$ cat src/rtl/counter_arbiter_if.sv
// Handshake bundle between the four counter requesters and the shared-counter arbiter.
// The master side is the requesters; the slave side is counter_arbiter.
interface counter_arbiter_if #(
   parameter int N_REQ = 4,
   parameter int WIDTH = 8
);
   logic [N_REQ-1:0]   req;
   logic [2*N_REQ-1:0] op;
   logic [N_REQ-1:0]   gnt;
   logic [N_REQ-1:0]   ack;
   logic               busy;
   logic [WIDTH-1:0]   count;
   logic               overflow;
   logic               valid;

   modport master (
      output req, op,
      input  gnt, ack, busy, count, overflow, valid
   );

   modport slave (
      input  req, op,
      output gnt, ack, busy, count, overflow, valid
   );
endinterface

$ cat src/rtl/counter_arbiter.sv
// Round-robin arbiter serialising INC/DEC/CLR/NOP requests from four requesters onto
// one shared counter: IDLE picks a winner, EXEC applies its op, ACK pulses the acknowledge.
module counter_arbiter #(
   parameter int N_REQ = 4,
   parameter int WIDTH = 8
) (
   input logic              clk,
   input logic              rst,
   counter_arbiter_if.slave bus
);
   localparam logic [1:0] OP_INC = 2'b00;
   localparam logic [1:0] OP_DEC = 2'b01;
   localparam logic [1:0] OP_CLR = 2'b10;

   typedef enum logic [1:0] {IDLE, EXEC, ACKS} state_t;

   state_t           state_reg;
   logic [1:0]       ptr_reg;
   logic [1:0]       win_reg;
   logic [1:0]       wop_reg;
   logic [N_REQ-1:0] gnt_reg;
   logic [N_REQ-1:0] ack_reg;
   logic             busy_reg;
   logic [WIDTH-1:0] count_reg;
   logic             overflow_reg;

   logic [1:0]       op_lane [N_REQ];
   logic [1:0]       pick_idx;
   logic [1:0]       cand;

   genvar gi;
   generate
      for (gi = 0; gi < N_REQ; gi++) begin : g_op_lane
         assign op_lane[gi] = bus.op[2*gi+1 : 2*gi];
      end
   endgenerate

   // Scan from the farthest candidate back to ptr so the one nearest ptr wins.
   always_comb begin
      pick_idx = ptr_reg;
      cand     = ptr_reg;
      for (int k = N_REQ - 1; k >= 0; k--) begin
         cand = ptr_reg + 2'(k);
         if (bus.req[cand]) begin
            pick_idx = cand;
         end
      end
   end

   always_ff @(posedge clk or posedge rst) begin
      if (rst) begin
         state_reg    <= IDLE;
         ptr_reg      <= '0;
         win_reg      <= '0;
         wop_reg      <= '0;
         gnt_reg      <= '0;
         ack_reg      <= '0;
         busy_reg     <= 1'b0;
         count_reg    <= '0;
         overflow_reg <= 1'b0;
      end else begin
         unique case (state_reg)
            IDLE: begin
               if (|bus.req) begin
                  win_reg   <= pick_idx;
                  wop_reg   <= op_lane[pick_idx];
                  gnt_reg   <= N_REQ'(1) << pick_idx;
                  busy_reg  <= 1'b1;
                  state_reg <= EXEC;
               end
            end
            EXEC: begin
               case (wop_reg)
                  OP_INC: begin
                     count_reg <= count_reg + WIDTH'(1);
                     if (count_reg == '1) overflow_reg <= 1'b1;
                  end
                  OP_DEC: begin
                     count_reg <= count_reg - WIDTH'(1);
                     if (count_reg == '0) overflow_reg <= 1'b1;
                  end
                  OP_CLR: begin
                     count_reg    <= '0;
                     overflow_reg <= 1'b0;
                  end
                  default: ;
               endcase
               ack_reg   <= N_REQ'(1) << win_reg;
               gnt_reg   <= '0;
               ptr_reg   <= win_reg + 2'd1;
               state_reg <= ACKS;
            end
            ACKS: begin
               ack_reg   <= '0;
               busy_reg  <= 1'b0;
               state_reg <= IDLE;
            end
            default: state_reg <= IDLE;
         endcase
      end
   end

   function automatic logic onehot0(input logic [N_REQ-1:0] v);
      return (v & (v - N_REQ'(1))) == '0;
   endfunction

   assign bus.gnt      = gnt_reg;
   assign bus.ack      = ack_reg;
   assign bus.busy     = busy_reg;
   assign bus.count    = count_reg;
   assign bus.overflow = overflow_reg;
   assign bus.valid    = onehot0(gnt_reg) && onehot0(ack_reg)
                         && !((|gnt_reg) && (|ack_reg))
                         && (busy_reg == ((|gnt_reg) || (|ack_reg)));
endmodule

$ cat src/flat_wrapper.sv
// flat-port wrapper written by rule: the top's interface ports become plain ports
module counter_arbiter_flat 
#(
   parameter int N_REQ = 4,
   parameter int WIDTH = 8
)
  (clk, rst, bus_req, bus_op, bus_gnt, bus_ack, bus_busy, bus_count, bus_overflow, bus_valid);
  counter_arbiter_if #(.N_REQ(N_REQ), .WIDTH(WIDTH)) bus_i ();
  input logic clk;
  input logic rst;
  input wire logic [$bits(bus_i.req)-1:0] bus_req;
  input wire logic [$bits(bus_i.op)-1:0] bus_op;
  output wire logic [$bits(bus_i.gnt)-1:0] bus_gnt;
  output wire logic [$bits(bus_i.ack)-1:0] bus_ack;
  output wire logic [$bits(bus_i.busy)-1:0] bus_busy;
  output wire logic [$bits(bus_i.count)-1:0] bus_count;
  output wire logic [$bits(bus_i.overflow)-1:0] bus_overflow;
  output wire logic [$bits(bus_i.valid)-1:0] bus_valid;
  assign bus_i.req = bus_req;
  assign bus_i.op = bus_op;
  assign bus_gnt = bus_i.gnt;
  assign bus_ack = bus_i.ack;
  assign bus_busy = bus_i.busy;
  assign bus_count = bus_i.count;
  assign bus_overflow = bus_i.overflow;
  assign bus_valid = bus_i.valid;
  counter_arbiter #(.N_REQ(N_REQ), .WIDTH(WIDTH)) u_core (.clk(clk), .rst(rst), .bus(bus_i));
endmodule
$ cat config.mk
export PLATFORM = sky130hd
export DESIGN_NAME = counter_arbiter_flat
export DESIGN_NICKNAME = d
export VERILOG_FILES = /design/src/rtl/counter_arbiter_if.sv /design/src/rtl/counter_arbiter.sv /design/src/flat_wrapper.sv
export SDC_FILE = /design/constraint.sdc
export NUM_CORES = 1
export LEC_CHECK = 0
export ABC_AREA = 1
export BUFFER_PORTS_ARGS = -buffer_cell sky130_fd_sc_hd__buf_2
export CAP_MARGIN = 20
export CORE_MARGIN = 8
export CORE_UTILIZATION = 46
export CTS_CLUSTER_SIZE = 25
export DETAILED_ROUTE_END_ITERATION = 7
export PLACE_DENSITY = 0.73
export RECOVER_POWER = 100
export REMOVE_ABC_BUFFERS = 1
export SETUP_SLACK_MARGIN = 0.02
export SLEW_MARGIN = 0
export SYNTH_ARGS = -nofsm -noshare
export SYNTH_HDL_FRONTEND = slang
export SYNTH_SLANG_ARGS = --single-unit
$ cat constraint.sdc
create_clock -name clk -period 1.8 [get_ports clk]
set_clock_uncertainty 0.15 [all_clocks]
set_input_delay 0 -clock clk [delete_from_list [all_inputs] [get_ports clk]]
set_output_delay 0 -clock clk [all_outputs]
set_load 0.02 [all_outputs]
==> flow_summary.toml, run 1 <==
[finish]
num_antenna_cells = 0
largest_reg_flops = 8
fin_util = 0.688
layout.nets = 366
drive_above_1_share = 0.363
synthToLayoutAreaGrowth_pct = 45.6
final_common_cell = "nand2_1"
stdcell_count = 389
design_area_mm2 = 0.00273
final_cell_mix = "nand2_1, inv_1, buf_4"

[route]
firstDrtPassIters = 4
drc = 0
vias = 1970
wl_um = 5150
drt_iter0_markers = 86
post_drt_wl_per_cell_um = 13.2
vias_per_cell = 5.06
drtAntennaViolNets = 0

[global_route]
grt_max_degree = 27
track_usage = 0.151
grt_antenna_before_repair = 0
grt_pass1_wl_um = 7950
grt_pass1_vias = 1919
overflow = 0

[yosys]
syn_area_mm2 = 0.00188
ys_seq_area_frac = 0.347
syn_avg_cell_area_um2 = 7.21
synth-seq-cells = 26
synth_cells = 260
synth.distinct_cells = 28
synth_warnings = 0

[worst_setup_path]
required_ps = 1820
r2r-end = "u_core.wop_reg[0]"
cp_num_cells = 16
cp_max_fo = 8
crit_path_end_kind = "register"
path_buf_inv = 1
path_delay_family = "simple AND/OR/NAND/NOR gates"
crit_chain = "buf_6 > nand2_2 > nand2_2 > nand2_2 > nand2_2 > nand2_2 > nand2_4 > nand2_4 > nand2_4 > nand2_8 > nand2_1 > nand2_1 > nand2_1 > nand2_1 > nand2_1 > nand2_1"
worstSetupStartpointType = "register"
crit_path_max_incr_delay_ps = 480
crit_end = "u_core.wop_reg[0]"
cp.arrival_ps = 1880
rr_worst_depth = 16
cp_common_cell = "nand2_1"
worst-r2r-setup-slack_ps = -70
cp_slowest_cell = "dfrtp_2"
r2r_start = "u_core.ptr_reg[0]"
crit_type = "register to register"
worstSetupStartpoint = "u_core.ptr_reg[0]"

[cts]
clk_latency_ps = 270
cts.sinks = 26
cts_max_path_buffers = 2
cts_tree = "yes"
cts_root_buffer = "clkbuf_8"
cts.clk_slew.worst_paths_ps = 90
htree_levels = 1
cts_buffers = 3

[run_status]
violations = "negative hold slack, negative setup slack"
status = "finished with violations"

[timing]
maxSlewViolCount = 0
fin_crit_ps = 1870
finalSetupViolCount = 3
layout_setup_ws_ps = -65.4
hold_violations = 1
fmaxAchievable_mhz = 536
worst_pin_slew_ps = 653
rsz0062_at_grt = "yes"
whs_ps = -1.42
fin_crit_sh = 1.04
slew_headroom = 0.564

[floorplanning]
rows = 23
die_x_um = 79.9
fp.dieH_um = 79.9
start_util = 0.472
core_mm2 = 0.00397
fp.dieArea_mm2 = 0.00638
num_io_pins = 33

[power_and_ir_drop]
power.leakage_nw = 1.38
powerDensity_mw_per_mm2 = 2180
peakVddDrop_v = 0.000969

[placement]
place_congestion = 0.881
dp.cells = 364
hpwl_um = 3540
dpl-instance-area_mm2 = 0.00226
portBuffers = 32

[flow_run]
cap_violations = 0

[worst_hold_path]
min_path_type = "input pin to register"
[report_power, final]
group	internal, mW	switching [mW]
registers	0.841	0.278
clock network	0.298	0.190
logic	1.83	2.51
total	2.97	2.98
[worst min-delay path, stage by stage]
cell and delay [ps]:
buf_2 70, nand3_1 60, nand2_1 60, nand2_1 40, nand2_1 50, nand2_1 50
nand2_1 40
[cell usage after synthesis]
| cell | instances | area, um2 |
|---|---|---|
| inv_2 | 5 | 18.8 |
| a21o_1 | 1 | 7.51 |
| buf_6 | 1 | 11.3 |
| o22ai_1 | 11 | 68.8 |
| nand2_4 | 4 | 45.0 |
| ha_1 | 12 | 150 |
| nand2_1 | 75 | 282 |
| o31ai_1 | 1 | 7.51 |
| xor2_2 | 1 | 16.3 |
| o21bai_1 | 1 | 7.51 |
| a21oi_1 | 4 | 20.0 |
| o21ai_0 | 19 | 95.1 |
| nand2_2 | 5 | 31.3 |
| nand3_1 | 17 | 85.1 |
| xnor2_1 | 3 | 26.3 |
| xor2_1 | 2 | 17.5 |
| o311ai_0 | 1 | 8.76 |
| nor2_1 | 13 | 48.8 |
| a221o_1 | 1 | 10.0 |
| o21ai_1 | 1 | 5.00 |
| nand3_4 | 1 | 17.5 |
| nand4_1 | 7 | 43.8 |
| nand3b_1 | 1 | 7.51 |
| inv_1 | 42 | 158 |
| dfrtp_1 | 26 | 651 |
| inv_8 | 1 | 11.3 |
| nor4_1 | 2 | 12.5 |
| a31oi_1 | 2 | 12.5 |
[metal layers]
| metal | routed length, um | up-vias | track usage |
|---|---|---|---|
| met1 | 2110 | 933 | 0.163 |
| met3 | 170 | 7 | 0.0270 |
| li1 | - | 1001 | - |
| met2 | 2810 | 29 | 0.289 |
| met5 | 0 | - | 0 |
| met4 | 60 | 0 | 0.0436 |
[cell type report]
cell class | instances | area (um2)
multi-input cells | 185 | 1260
well taps | 50 | 62.6
fillers | 336 | 1240
clock buffers | 3 | 41.3
repair buffers | 76 | 490
flip-flops and latches | 26 | 652
clock inverters | 1 | 30.0
inverters | 48 | 198
[repair_timing]
item	in CTS	in global routing
buffers inserted	5	10
gates resized for setup	23	51
pin swaps	10	24
setup endpoints to repair	11	15
hold buffers	6	0
hold endpoints to repair	30	0
[worst min path at each step]
stage | slack [ps] | cells past startpoint | end | from
floorplan | -110 | 1 | u_core.bus.ack[0] | rst
global placement | -80 | 3 | u_core.bus.overflow | rst
detailed placement | -80 | 3 | u_core.bus.count[7] | rst
CTS | 2 | 7 | u_core.wop_reg[1] | bus_op[5]
global route | 40 | 4 | u_core.state_reg[0] | bus_req[0]
finish | -1 | 7 | u_core.wop_reg[1] | bus_op[5]
[cells by family (layout without fill, tap and decap cells)]
group,after synthesis,in the layout,synth area share
AND/OR/NAND/NOR,125,125,0.306
buffers and inverters,49,128,0.106
AO/OA/AOI/OAI,42,42,0.129
flip-flops,26,26,0.347
adder cells (fa/ha/maj),12,12,0.0801
XOR/XNOR,6,6,0.0320
[through the flow]
stage	setup TNS, ps	hold WS (ps)	total power, mW	worst slack, ps
global placement	-87.3	-79.5	4.41	-48.6
detailed placement	-338	-77.2	4.48	-92.6
finish	-150	-1.42	5.95	-65.4
floorplan	-101	-110	3.37	-63.9
CTS	-2.94	2.27	5.24	-2.94
global route	-1160	36.0	6.48	-185
Power figures use the tool's default switching activity.
==> inputs of run 2 (changes only) <==
==> constraint.sdc (replaced) <==
create_clock -name clk -period 1.8 [get_ports clk]
set_clock_uncertainty 0.15 [all_clocks]
set_input_delay 0.09 -clock clk [delete_from_list [all_inputs] [get_ports clk]]
set_output_delay 0.09 -clock clk [all_outputs]
set_load 0.02 [all_outputs]
==> run 2 against run 1 <==
The flow finishes with violations (negative setup slack). Maximum frequency is 1.3% higher. Total power grew 2.4%. Sequential power barely moved. Clock-buffer cell count did not move. Non-clock buffer count is 1 higher. Critical path depth is the same. Critical endpoint is now u_core.wop_reg[1]. Largest power group unchanged.
==> flow_summary.toml, run 2 (same netlist as run 1, synthesis figures left out) <==
[worst_setup_path]
cp.arrival_ps = 1860
rr_worst_depth = 16
worst-r2r-setup-slack_ps = -40
crit_path_max_incr_delay_ps = 480
cp_num_cells = 16
crit_chain = "buf_6 > nand2_2 > nand2_2 > nand2_2 > nand2_2 > nand2_2 > nand2_4 > nand2_4 > nand2_4 > nand2_8 > nand2_2 > nand2_1 > nand2_1 > nand2_1 > nand2_1 > nand2_1"
worstSetupStartpointType = "register"
required_ps = 1820
r2r-end = "u_core.wop_reg[1]"
r2r_start = "u_core.ptr_reg[0]"
cp_slowest_cell = "dfrtp_2"
crit_type = "register to register"
crit_end = "u_core.wop_reg[1]"
cp_max_fo = 8
crit_path_end_kind = "register"
cp_common_cell = "nand2_2"
path_buf_inv = 1
worstSetupStartpoint = "u_core.ptr_reg[0]"
path_delay_family = "simple AND/OR/NAND/NOR gates"

[global_route]
track_usage = 0.152
overflow = 0
grt_max_degree = 27
grt_pass1_vias = 1947
grt_pass1_wl_um = 7950
grt_antenna_before_repair = 0

[route]
wl_um = 5340
highest_layer = "met4"
wl_met3_um = 221
firstDrtPassIters = 4
drc = 0
drt_iter0_markers = 114
routed-wl-met2_um = 2910
drt-met1-wl_um = 2150
vias = 1993
vias_per_cell = 5.11
drtAntennaViolNets = 0
post_drt_wl_per_cell_um = 13.7

[cts]
cts_buffers = 3
clk_latency_ps = 280
htree_levels = 1
cts_root_buffer = "clkbuf_8"
cts.sinks = 26
cts_max_path_buffers = 2
cts.clk_slew.worst_paths_ps = 90
cts_tree = "yes"

[flow_run]
cap_violations = 0

[finish]
synthToLayoutAreaGrowth_pct = 46.2
final_common_cell = "nand2_1"
drive_above_1_share = 0.379
design_area_mm2 = 0.00274
multi_input_area_mm2 = 0.00126
final_cell_mix = "nand2_1, buf_4, inv_1"
largest_reg_flops = 8
regArea_um2 = 652
nFillCells = 326
fin_util = 0.691
stdcell_count = 390
layout.nets = 367
num_antenna_cells = 0

[timing]
hold_violations = 0
slew_headroom = 0.562
finalSetupViolCount = 5
fmaxAchievable_mhz = 543
whs_ps = 52.9
layout_setup_ws_ps = -42.1
rsz0062_at_grt = "yes"
fin_crit_ps = 1840
maxSlewViolCount = 0
worst_pin_slew_ps = 658
fin_crit_sh = 1.02
fin_tns_setup_ps = -115

[power_and_ir_drop]
p_switching_mw = 3.04
powerDensity_mw_per_mm2 = 2220
cellInternalPower_mw = 3.05
seqPwrFrac = 0.184
power.leakage_nw = 1.39
peakVddDrop_v = 0.00107
swShare = 0.499
report.power.total_mw = 6.09
p_clk_frac = 0.080
combPwrFrac = 0.736

[placement]
dp.cells = 364
hpwl_um = 3540
place_congestion = 0.881
dpl-instance-area_mm2 = 0.00226
place_ws_ps = -92.6
portBuffers = 32

[floorplanning]
fp.dieH_um = 79.9
die_x_um = 79.9
start_util = 0.472
fp.dieArea_mm2 = 0.00638
core_mm2 = 0.00397
rows = 23
num_io_pins = 33

[run_status]
violations = "negative setup slack"
status = "finished with violations"

[worst_hold_path]
min_path_type = "input pin to register"
==> run 2: cell types whose count changed in the layout (fill, tap and decap cells not counted) <==
| cell | change |
|---|---|
| nand2_2 | -2 |
| buf_6 | +2 |
| nor2_2 | +1 |
| o22ai_1 | -1 |
| nand2_1 | +2 |
| nor2_1 | -1 |
| o21ai_1 | -1 |
| clkbuf_2 | -1 |
| buf_4 | +6 |
| o22ai_2 | +1 |
| o21ai_0 | +1 |
| dlygate4sd3_1 | -5 |
| buf_2 | -1 |
==> run 2: how the worst min path moves through the flow <==
| stage | start | endpoint | slack [ps] | depth (start not counted) |
|---|---|---|---|---|
| after detailed placement | rst | u_core.bus.count[7] | 10 | 3 |
| after global placement | rst | u_core.bus.overflow | 10 | 3 |
| after floorplan | rst | u_core.bus.ack[0] | -20 | 1 |
| after global routing | bus_op[6] | u_core.wop_reg[0] | 100 | 7 |
| after CTS | bus_op[7] | u_core.wop_reg[1] | 60 | 7 |
| final | bus_op[7] | u_core.wop_reg[1] | 50 | 7 |
==> run 2: area by class of cell <==
type | instances | share of cell area
clock inverters | 1 | 0.0109
inverters | 48 | 0.0721
multi-input cells | 185 | 0.460
repair buffers | 77 | 0.182
flip-flops and latches | 26 | 0.238
well taps | 50 | 0.0228
clock buffers | 3 | 0.0151
==> run 2: tightest hold or removal path, cell delays in order <==
cell,delay [ps]
buf_2,70
nand2_1,40
nand2_1,50
nand2_1,40
nand2_1,50
nand2_1,50
nand2_1,40
==> run 2: routing by layer <==
layer	vias to the layer above	track usage
met5	-	0
met4	0	0.0509
met3	7	0.0259
met2	44	0.292
met1	943	0.160
li1	999	-
==> run 2: power by group through the flow <==
stage / logic [mW] / registers (mW) / clock network [mW]
6_report: 4.48 / 1.12 / 0.487
3_5_place_dp: 3.39 / 1.09 / 0
3_3_place_gp: 3.33 / 1.09 / 0
5_1_grt: 4.93 / 1.14 / 0.529
2_1_floorplan: 2.10 / 1.26 / 0
4_1_cts: 3.70 / 1.08 / 0.495
==> run 2: what timing repair did <==
item	4_1_cts	5_1_grt
hold buffers	1	0
endpoints found under the hold margin	26	0
gates resized for setup	25	50
pin swaps	10	24
setup buffers	8	13
setup endpoints to repair	12	15
